File: src/rtl/record_fifo_if.sv
// rtl/record_fifo_if.sv - word-in / record-out handshake bundle for record_fifo
interface record_fifo_if #(
    parameter int WordSize    = 8,
    parameter int RecordWords = 16
);
    logic                            in_valid;
    logic                            in_ready;
    logic [WordSize-1:0]             data_in;
    logic                            out_valid;
    logic                            out_ready;
    logic [WordSize*RecordWords-1:0] out_data;

    modport master (
        output in_valid, data_in, out_ready,
        input  in_ready, out_valid, out_data
    );

    modport slave (
        input  in_valid, data_in, out_ready,
        output in_ready, out_valid, out_data
    );
endinterface

File: src/rtl/record_fifo.sv
// rtl/record_fifo.sv - word-to-record FIFO with registered record output stage
module record_fifo #(
    parameter int WordSize        = 8,
    parameter int RecordWords     = 16,
    parameter int Depth           = 8,
    parameter int MsbFirst        = 0,
    parameter int AlmostFullWords = 16,
    localparam int StorageSize    = Depth * RecordWords,
    localparam int PosW           = $clog2(StorageSize),
    localparam int LvlW           = $clog2(StorageSize + RecordWords) + 1
) (
    input  logic            clk,
    input  logic            reset,
    record_fifo_if.slave    s,
    input  logic            flush,
    output logic            almost_full,
    output logic [LvlW-1:0] level,
    output logic            overflow,
    input  logic            clear_overflow
);
    logic [WordSize-1:0]             mem [StorageSize];
    logic [PosW:0]                   wr_ptr;
    logic [PosW:0]                   rd_ptr;
    logic [PosW:0]                   stored;
    logic [PosW:0]                   free_words;
    logic                            out_valid_q;
    logic [WordSize*RecordWords-1:0] out_data_q;
    logic [WordSize*RecordWords-1:0] rec;
    logic [PosW-1:0]                 rd_idx;
    logic                            wr_en;
    logic                            load;

    assign stored     = wr_ptr - rd_ptr;
    assign free_words = (PosW+1)'(StorageSize) - stored;
    assign rd_idx     = rd_ptr[PosW-1:0];

    assign s.in_ready = !reset && !flush && (stored < (PosW+1)'(StorageSize));
    assign wr_en      = s.in_valid && s.in_ready;
    assign load       = !reset && !flush && (stored >= (PosW+1)'(RecordWords))
                        && (!out_valid_q || s.out_ready);

    assign s.out_valid  = out_valid_q && !reset;
    assign s.out_data   = out_data_q;
    assign level        = reset ? '0
                        : LvlW'(stored) + (out_valid_q ? LvlW'(RecordWords) : '0);
    assign almost_full  = reset ? (StorageSize <= AlmostFullWords)
                        : (free_words <= (PosW+1)'(AlmostFullWords));

    // rd_ptr only moves in whole records, so a record never straddles the wrap point
    always_comb begin
        rec = '0;
        for (int i = 0; i < RecordWords; i++) begin
            if (MsbFirst != 0)
                rec[(RecordWords-1-i)*WordSize +: WordSize] = mem[rd_idx + PosW'(i)];
            else
                rec[i*WordSize +: WordSize] = mem[rd_idx + PosW'(i)];
        end
    end

    always_ff @(posedge clk) begin
        if (wr_en)
            mem[wr_ptr[PosW-1:0]] <= s.data_in;
    end

    always_ff @(posedge clk) begin
        if (reset) begin
            wr_ptr      <= '0;
            rd_ptr      <= '0;
            out_valid_q <= 1'b0;
            out_data_q  <= '0;
        end else if (flush) begin
            wr_ptr      <= '0;
            rd_ptr      <= '0;
            out_valid_q <= 1'b0;
        end else begin
            if (wr_en)
                wr_ptr <= wr_ptr + 1'b1;
            if (load) begin
                rd_ptr      <= rd_ptr + (PosW+1)'(RecordWords);
                out_data_q  <= rec;
                out_valid_q <= 1'b1;
            end else if (out_valid_q && s.out_ready) begin
                out_valid_q <= 1'b0;
            end
        end
    end

    // A rejected word sets the flag even if clear_overflow is asserted alongside
    always_ff @(posedge clk) begin
        if (reset)
            overflow <= 1'b0;
        else if (s.in_valid && !s.in_ready && !flush)
            overflow <= 1'b1;
        else if (clear_overflow)
            overflow <= 1'b0;
    end
endmodule

File: src/flat_wrapper.sv
// flat-port wrapper written by rule: the top's interface ports become plain ports
module record_fifo_flat 
#(
    parameter int WordSize        = 8,
    parameter int RecordWords     = 16,
    parameter int Depth           = 8,
    parameter int MsbFirst        = 0,
    parameter int AlmostFullWords = 16,
    localparam int StorageSize    = Depth * RecordWords,
    localparam int PosW           = $clog2(StorageSize),
    localparam int LvlW           = $clog2(StorageSize + RecordWords) + 1
)
  (clk, reset, flush, almost_full, level, overflow, clear_overflow, s_in_valid, s_data_in, s_out_ready, s_in_ready, s_out_valid, s_out_data);
  record_fifo_if #(.WordSize(WordSize), .RecordWords(RecordWords)) s_i ();
  input  logic clk;
  input  logic reset;
  input  logic flush;
  output logic almost_full;
  output logic [LvlW-1:0] level;
  output logic overflow;
  input  logic clear_overflow;
  input wire logic [$bits(s_i.in_valid)-1:0] s_in_valid;
  input wire logic [$bits(s_i.data_in)-1:0] s_data_in;
  input wire logic [$bits(s_i.out_ready)-1:0] s_out_ready;
  output wire logic [$bits(s_i.in_ready)-1:0] s_in_ready;
  output wire logic [$bits(s_i.out_valid)-1:0] s_out_valid;
  output wire logic [$bits(s_i.out_data)-1:0] s_out_data;
  assign s_i.in_valid = s_in_valid;
  assign s_i.data_in = s_data_in;
  assign s_i.out_ready = s_out_ready;
  assign s_in_ready = s_i.in_ready;
  assign s_out_valid = s_i.out_valid;
  assign s_out_data = s_i.out_data;
  record_fifo #(.WordSize(WordSize), .RecordWords(RecordWords), .Depth(Depth), .MsbFirst(MsbFirst), .AlmostFullWords(AlmostFullWords)) u_core (.clk(clk), .reset(reset), .s(s_i), .flush(flush), .almost_full(almost_full), .level(level), .overflow(overflow), .clear_overflow(clear_overflow));
endmodule
File: config.mk
export PLATFORM = sky130hd
export DESIGN_NAME = record_fifo_flat
export DESIGN_NICKNAME = d
export VERILOG_FILES = /design/src/rtl/record_fifo_if.sv /design/src/rtl/record_fifo.sv /design/src/flat_wrapper.sv
export SDC_FILE = /design/constraint.sdc
export NUM_CORES = 1
export LEC_CHECK = 0
export CORE_MARGIN = 2
export CORE_UTILIZATION = 40
export CTS_CLUSTER_DIAMETER = 30
export DETAILED_ROUTE_END_ITERATION = 7
export DONT_BUFFER_PORTS = 1
export PLACE_DENSITY = 0.6
export SYNTH_ARGS = -nofsm -noshare
export SYNTH_HDL_FRONTEND = slang
export SYNTH_SLANG_ARGS = --single-unit
File: constraint.sdc
create_clock -name clk -period 4 [get_ports clk]
set_input_delay 0.8 -clock clk [delete_from_list [all_inputs] [get_ports clk]]
set_output_delay 0.8 -clock clk [all_outputs]
set_load 0.05 [all_outputs]
==> summary.md <==
| Metric | Value |
|---|---|
| Number of flip-flops and latches in the synthesized netlist | `1166` |
| Sum of routed wire length over all layers | `107000 um` |
| Critical path peak fanout | `6` |
| Worst setup path class | `reg -> out` |
| Relative contribution of sequential cells to total power | `0.442` |
| Synth-to-Final Area Change | `22.3%` |
| Total Die Area | `0.113 mm^2` |
| Fill cell total of the finished layout | `8791` |
| Number of antenna violations at the first check in global routing | `5` |
| Number of antenna-violating nets in the routed design | `0` |
| P_sw | `10.4 mW` |
| Tightest Pin Transition | `1.30 ns` |
| Detailed placement HPWL | `58400 um` |
| Number of warnings printed during yosys synthesis | `0` |
| Total overflow reported by the global router | `0` |
| Routed wire length per instance | `26.3 um` |
| RSZ-0062 raised after global routing | `false` |
| Non-filler cells in the finished layout | `4074` |
| CTS Hold Bufs | `0` |
| Starting Density | `0.405` |
| Crit end category | `primary output` |
| Max rail drop VDD | `0.473 mV` |
| Post-route clock skew | `0.0385 ns` |
| CTS HTree Levels | `4` |
| Max-cap violations | `0` |
| Data arrival time of the worst path | `3.07 ns` |
| Final setup vio count | `0` |
| Largest net degree at the start of global routing | `142` |
| Number of port buffers | `0` |
| Average instance area after synthesis | `19.8 um^2` |
| Die outline width | `337 um` |
| Power density of the placed cells | `685 mW/mm^2` |
| Max-slew violation count | `0` |
| Standby leakage power | `16.9 nW` |
| Endpoint required time on the critical path | `3.20 ns` |
| Initial detailed-routing violation count | `2225` |
| Nets@finish | `2427` |
| Mapped Cells | `2229` |
| Number of global-route vias before repair | `23100` |
| Post-detailed-route via-to-cell ratio | `5.47` |
| Wire length of the first global-routing pass | `158000 um` |
| Clock share of power | `0.503` |
| Final-report hold violation count | `0` |
| Number of detailed-route iterations in the first pass | `7` |
| Worst-Skew Late Latency | `0.80 ns` |
| Clock buffer count from CTS | `218` |
| Number of sinks driven by the clock tree | `1166` |
| Dominant synthesized flop cell | `edfxtp_1` |
| Kind of launch point of the worst setup path | `flop` |
| Routed vias | `22300` |
| Total Negative Setup Slacks | `0 ns` |
| Core ar. | `0.109 mm^2` |
| Die Y-Extent | `337 um` |
| Final routed DRC violation total | `0` |
| Fraction of final layout cells with drive strength greater than 1 | `0.288` |
| Number of synthesized flops with an enable pin | `1024` |
| Fin crit share | `0.966` |
| Switching Share | `0.281` |
| Clock edge transition at the registers on the reported setup and hold paths | `0.05 ns` |
| Number of rows created at floorplan | `121` |
| CTS Root Buffer Type | `clkbuf_16` |
| Max Fclk | `259 MHz` |
| Synthesized netlist net count | `2253` |
| Period minus WS final | `3.87 ns` |
| Number of diodes added for antenna fixing | `0` |
| Routability-driven placement congestion ratio | `0.782` |
| Clock tree from TritonCTS | `built` |
| Seq/Total Area, Yosys | `0.760` |
| Path class of the lowest-slack min-delay path | `in -> reg` |
| Combinational fraction of design power | `0.055` |
| Result of the run | `completed` |
| Internal power component | `26.7 mW` |
| Maximum buffer depth of the clock tree | `3` |
| Total standard cell area after synthesis | `0.0442 mm^2` |
| Distinct cell type count after synthesis | `40` |
| I/O pin count | `155` |
| Global-route total usage across every layer | `0.192` |
| Number of cells after detailed placement | `3656` |
| Share of async-settable or async-resettable flops after synthesis | `0` |
| Worst slew margin | `0.135` |
-- cells by family after synthesis --
group	after synthesis	share of synthesized area
flip-flops	1166	0.760
multiplexers	388	0.160
AO/OA/AOI/OAI	279	0.0398
AND/OR/NAND/NOR	221	0.0211
buffers and inverters	155	0.0144
XOR/XNOR	10	0.00198
adder cells (fa/ha/maj)	10	0.00300
-- cells in the mapped netlist, types with 2 or more instances --
cell type	instances	area, um^2
xor2_1	2	17.5
o211ai_1	130	976
edfxtp_1	1024	30700
nor3_1	2	10.0
clkbuf_1	96	360
dfxtp_1	142	2840
nor2b_1	5	31.3
nor2_1	152	571
inv_1	12	45.0
a211oi_1	2	15.0
mux2i_1	132	1320
nand3_1	15	75.1
a31oi_1	2	12.5
o21ai_1	43	215
or2_2	2	12.5
mux4_2	256	5770
nand4_1	4	25.0
or3_1	3	18.8
xnor2_1	8	70.1
nand2_1	27	101
buf_1	3	11.3
buf_2	44	220
o21ai_0	92	460
nand2b_1	2	12.5
ha_1	9	113
a21oi_1	6	30.0
-- cell type report --
type	count	area, um^2	share of cell area
clock buffers	239	5630	0.104
clock inverters	176	2120	0.0391
inverters	12	47.5	0.000879
multi-input cells	908	10000	0.186
flip-flops and latches	1166	33600	0.621
well taps	1476	1850	0.0342
repair buffers	97	802	0.0148
-- stage by stage --
| stage | worst slack [ns] | cell area [um^2] | total power [mW] | utilization | hold slack, ns |
|---|---|---|---|---|---|
| 2_1_floorplan | 0.0823 | 44200 | 17.8 | - | 0.468 |
| 3_3_place_gp | 0.151 | 46300 | 18.7 | 0.423 | 0.492 |
| 3_5_place_dp | 0.0594 | 46300 | 18.7 | 0.423 | 0.509 |
| 4_1_cts | 0.00492 | 54000 | 37.4 | 0.494 | 0.0789 |
| 5_1_grt | 0.00293 | 54100 | 38.2 | 0.495 | 0.0793 |
| 6_report | 0.134 | 54100 | 37.1 | 0.495 | 0.118 |
-- metal layers --
layer	global-route usage	routed length, um	vias up
met5	0	0	-
met4	0.0571	2090	0
met3	0.0583	9050	156
met2	0.299	50900	876
met1	0.260	45300	11700
li1	-	-	9579
-- final timing paths --
check / end / cells after the start / slack, ns / startpoint
max reg2reg: u_core.mem[11][7]$_DFFE_PP_ / 6 / 0.42 / u_core.wr_ptr[6]$_SDFFE_PP0P_
max: almost_full / 8 / 0.13 / u_core.wr_ptr[4]$_SDFFE_PP0P_
min reg2reg: u_core.wr_ptr[4]$_SDFFE_PP0P_ / 1 / 0.53 / u_core.wr_ptr[4]$_SDFFE_PP0P_
min: u_core.mem[92][0]$_DFFE_PP_ / 0 / 0.12 / s_data_in[0]
-- placed cells by master, fill, tap and decap left out, types with 7 or more instances in the layout --
cell and n:
o21ai_1 43, mux2i_1 132, bufinv_16 27, mux4_2 256, nand3_1 15, clkinv_2 31, inv_6 19, xnor2_1 7
clkbuf_1 14, clkinvlp_4 28, o211ai_1 130, nor2_1 151, clkinv_16 9, edfxtp_1 1024, clkbuf_16 220, dfxtp_1 139
nand2_1 27, ha_1 9, clkinv_1 20, inv_8 7, o21ai_0 92, inv_1 11, clkinv_4 29, buf_4 90
-- what timing repair did --
item,4_1_cts,5_1_grt
setup endpoints to repair,2,118
setup buffers,0,3
resized for setup,3,4
-- flip-flops by register name (all words and copies together), names as in the netlist --
| name | count |
|---|---|
| u_core.mem | 1024 |
| u_core.out_valid_q | 1 |
| u_core.overflow | 1 |
| u_core.rd_ptr | 4 |
| u_core.s.out_data | 128 |
| u_core.wr_ptr | 8 |
-- power by group through the flow --
| stage | combinational [mW] | sequential (mW) | clock, mW |
|---|---|---|---|
| 6_report | 2.05 | 16.4 | 18.6 |
| 5_1_grt | 2.21 | 16.4 | 19.5 |
| 4_1_cts | 2.04 | 16.4 | 18.9 |
| 3_5_place_dp | 2.02 | 16.7 | 0 |
| 3_3_place_gp | 2.00 | 16.6 | 0 |
| 2_1_floorplan | 1.50 | 16.3 | 0 |
-- critical path, stage by stage, from the launching register on --
cell and delay, ns:
dfxtp_1 0.41, inv_1 0.09, ha_1 0.23, fa_2 0.61, nand2_1 0.13, nor2_1 0.20, nand4_1 0.14, a211oi_2 0.28
buf_6 0.19
Power figures use the tool's default switching activity.
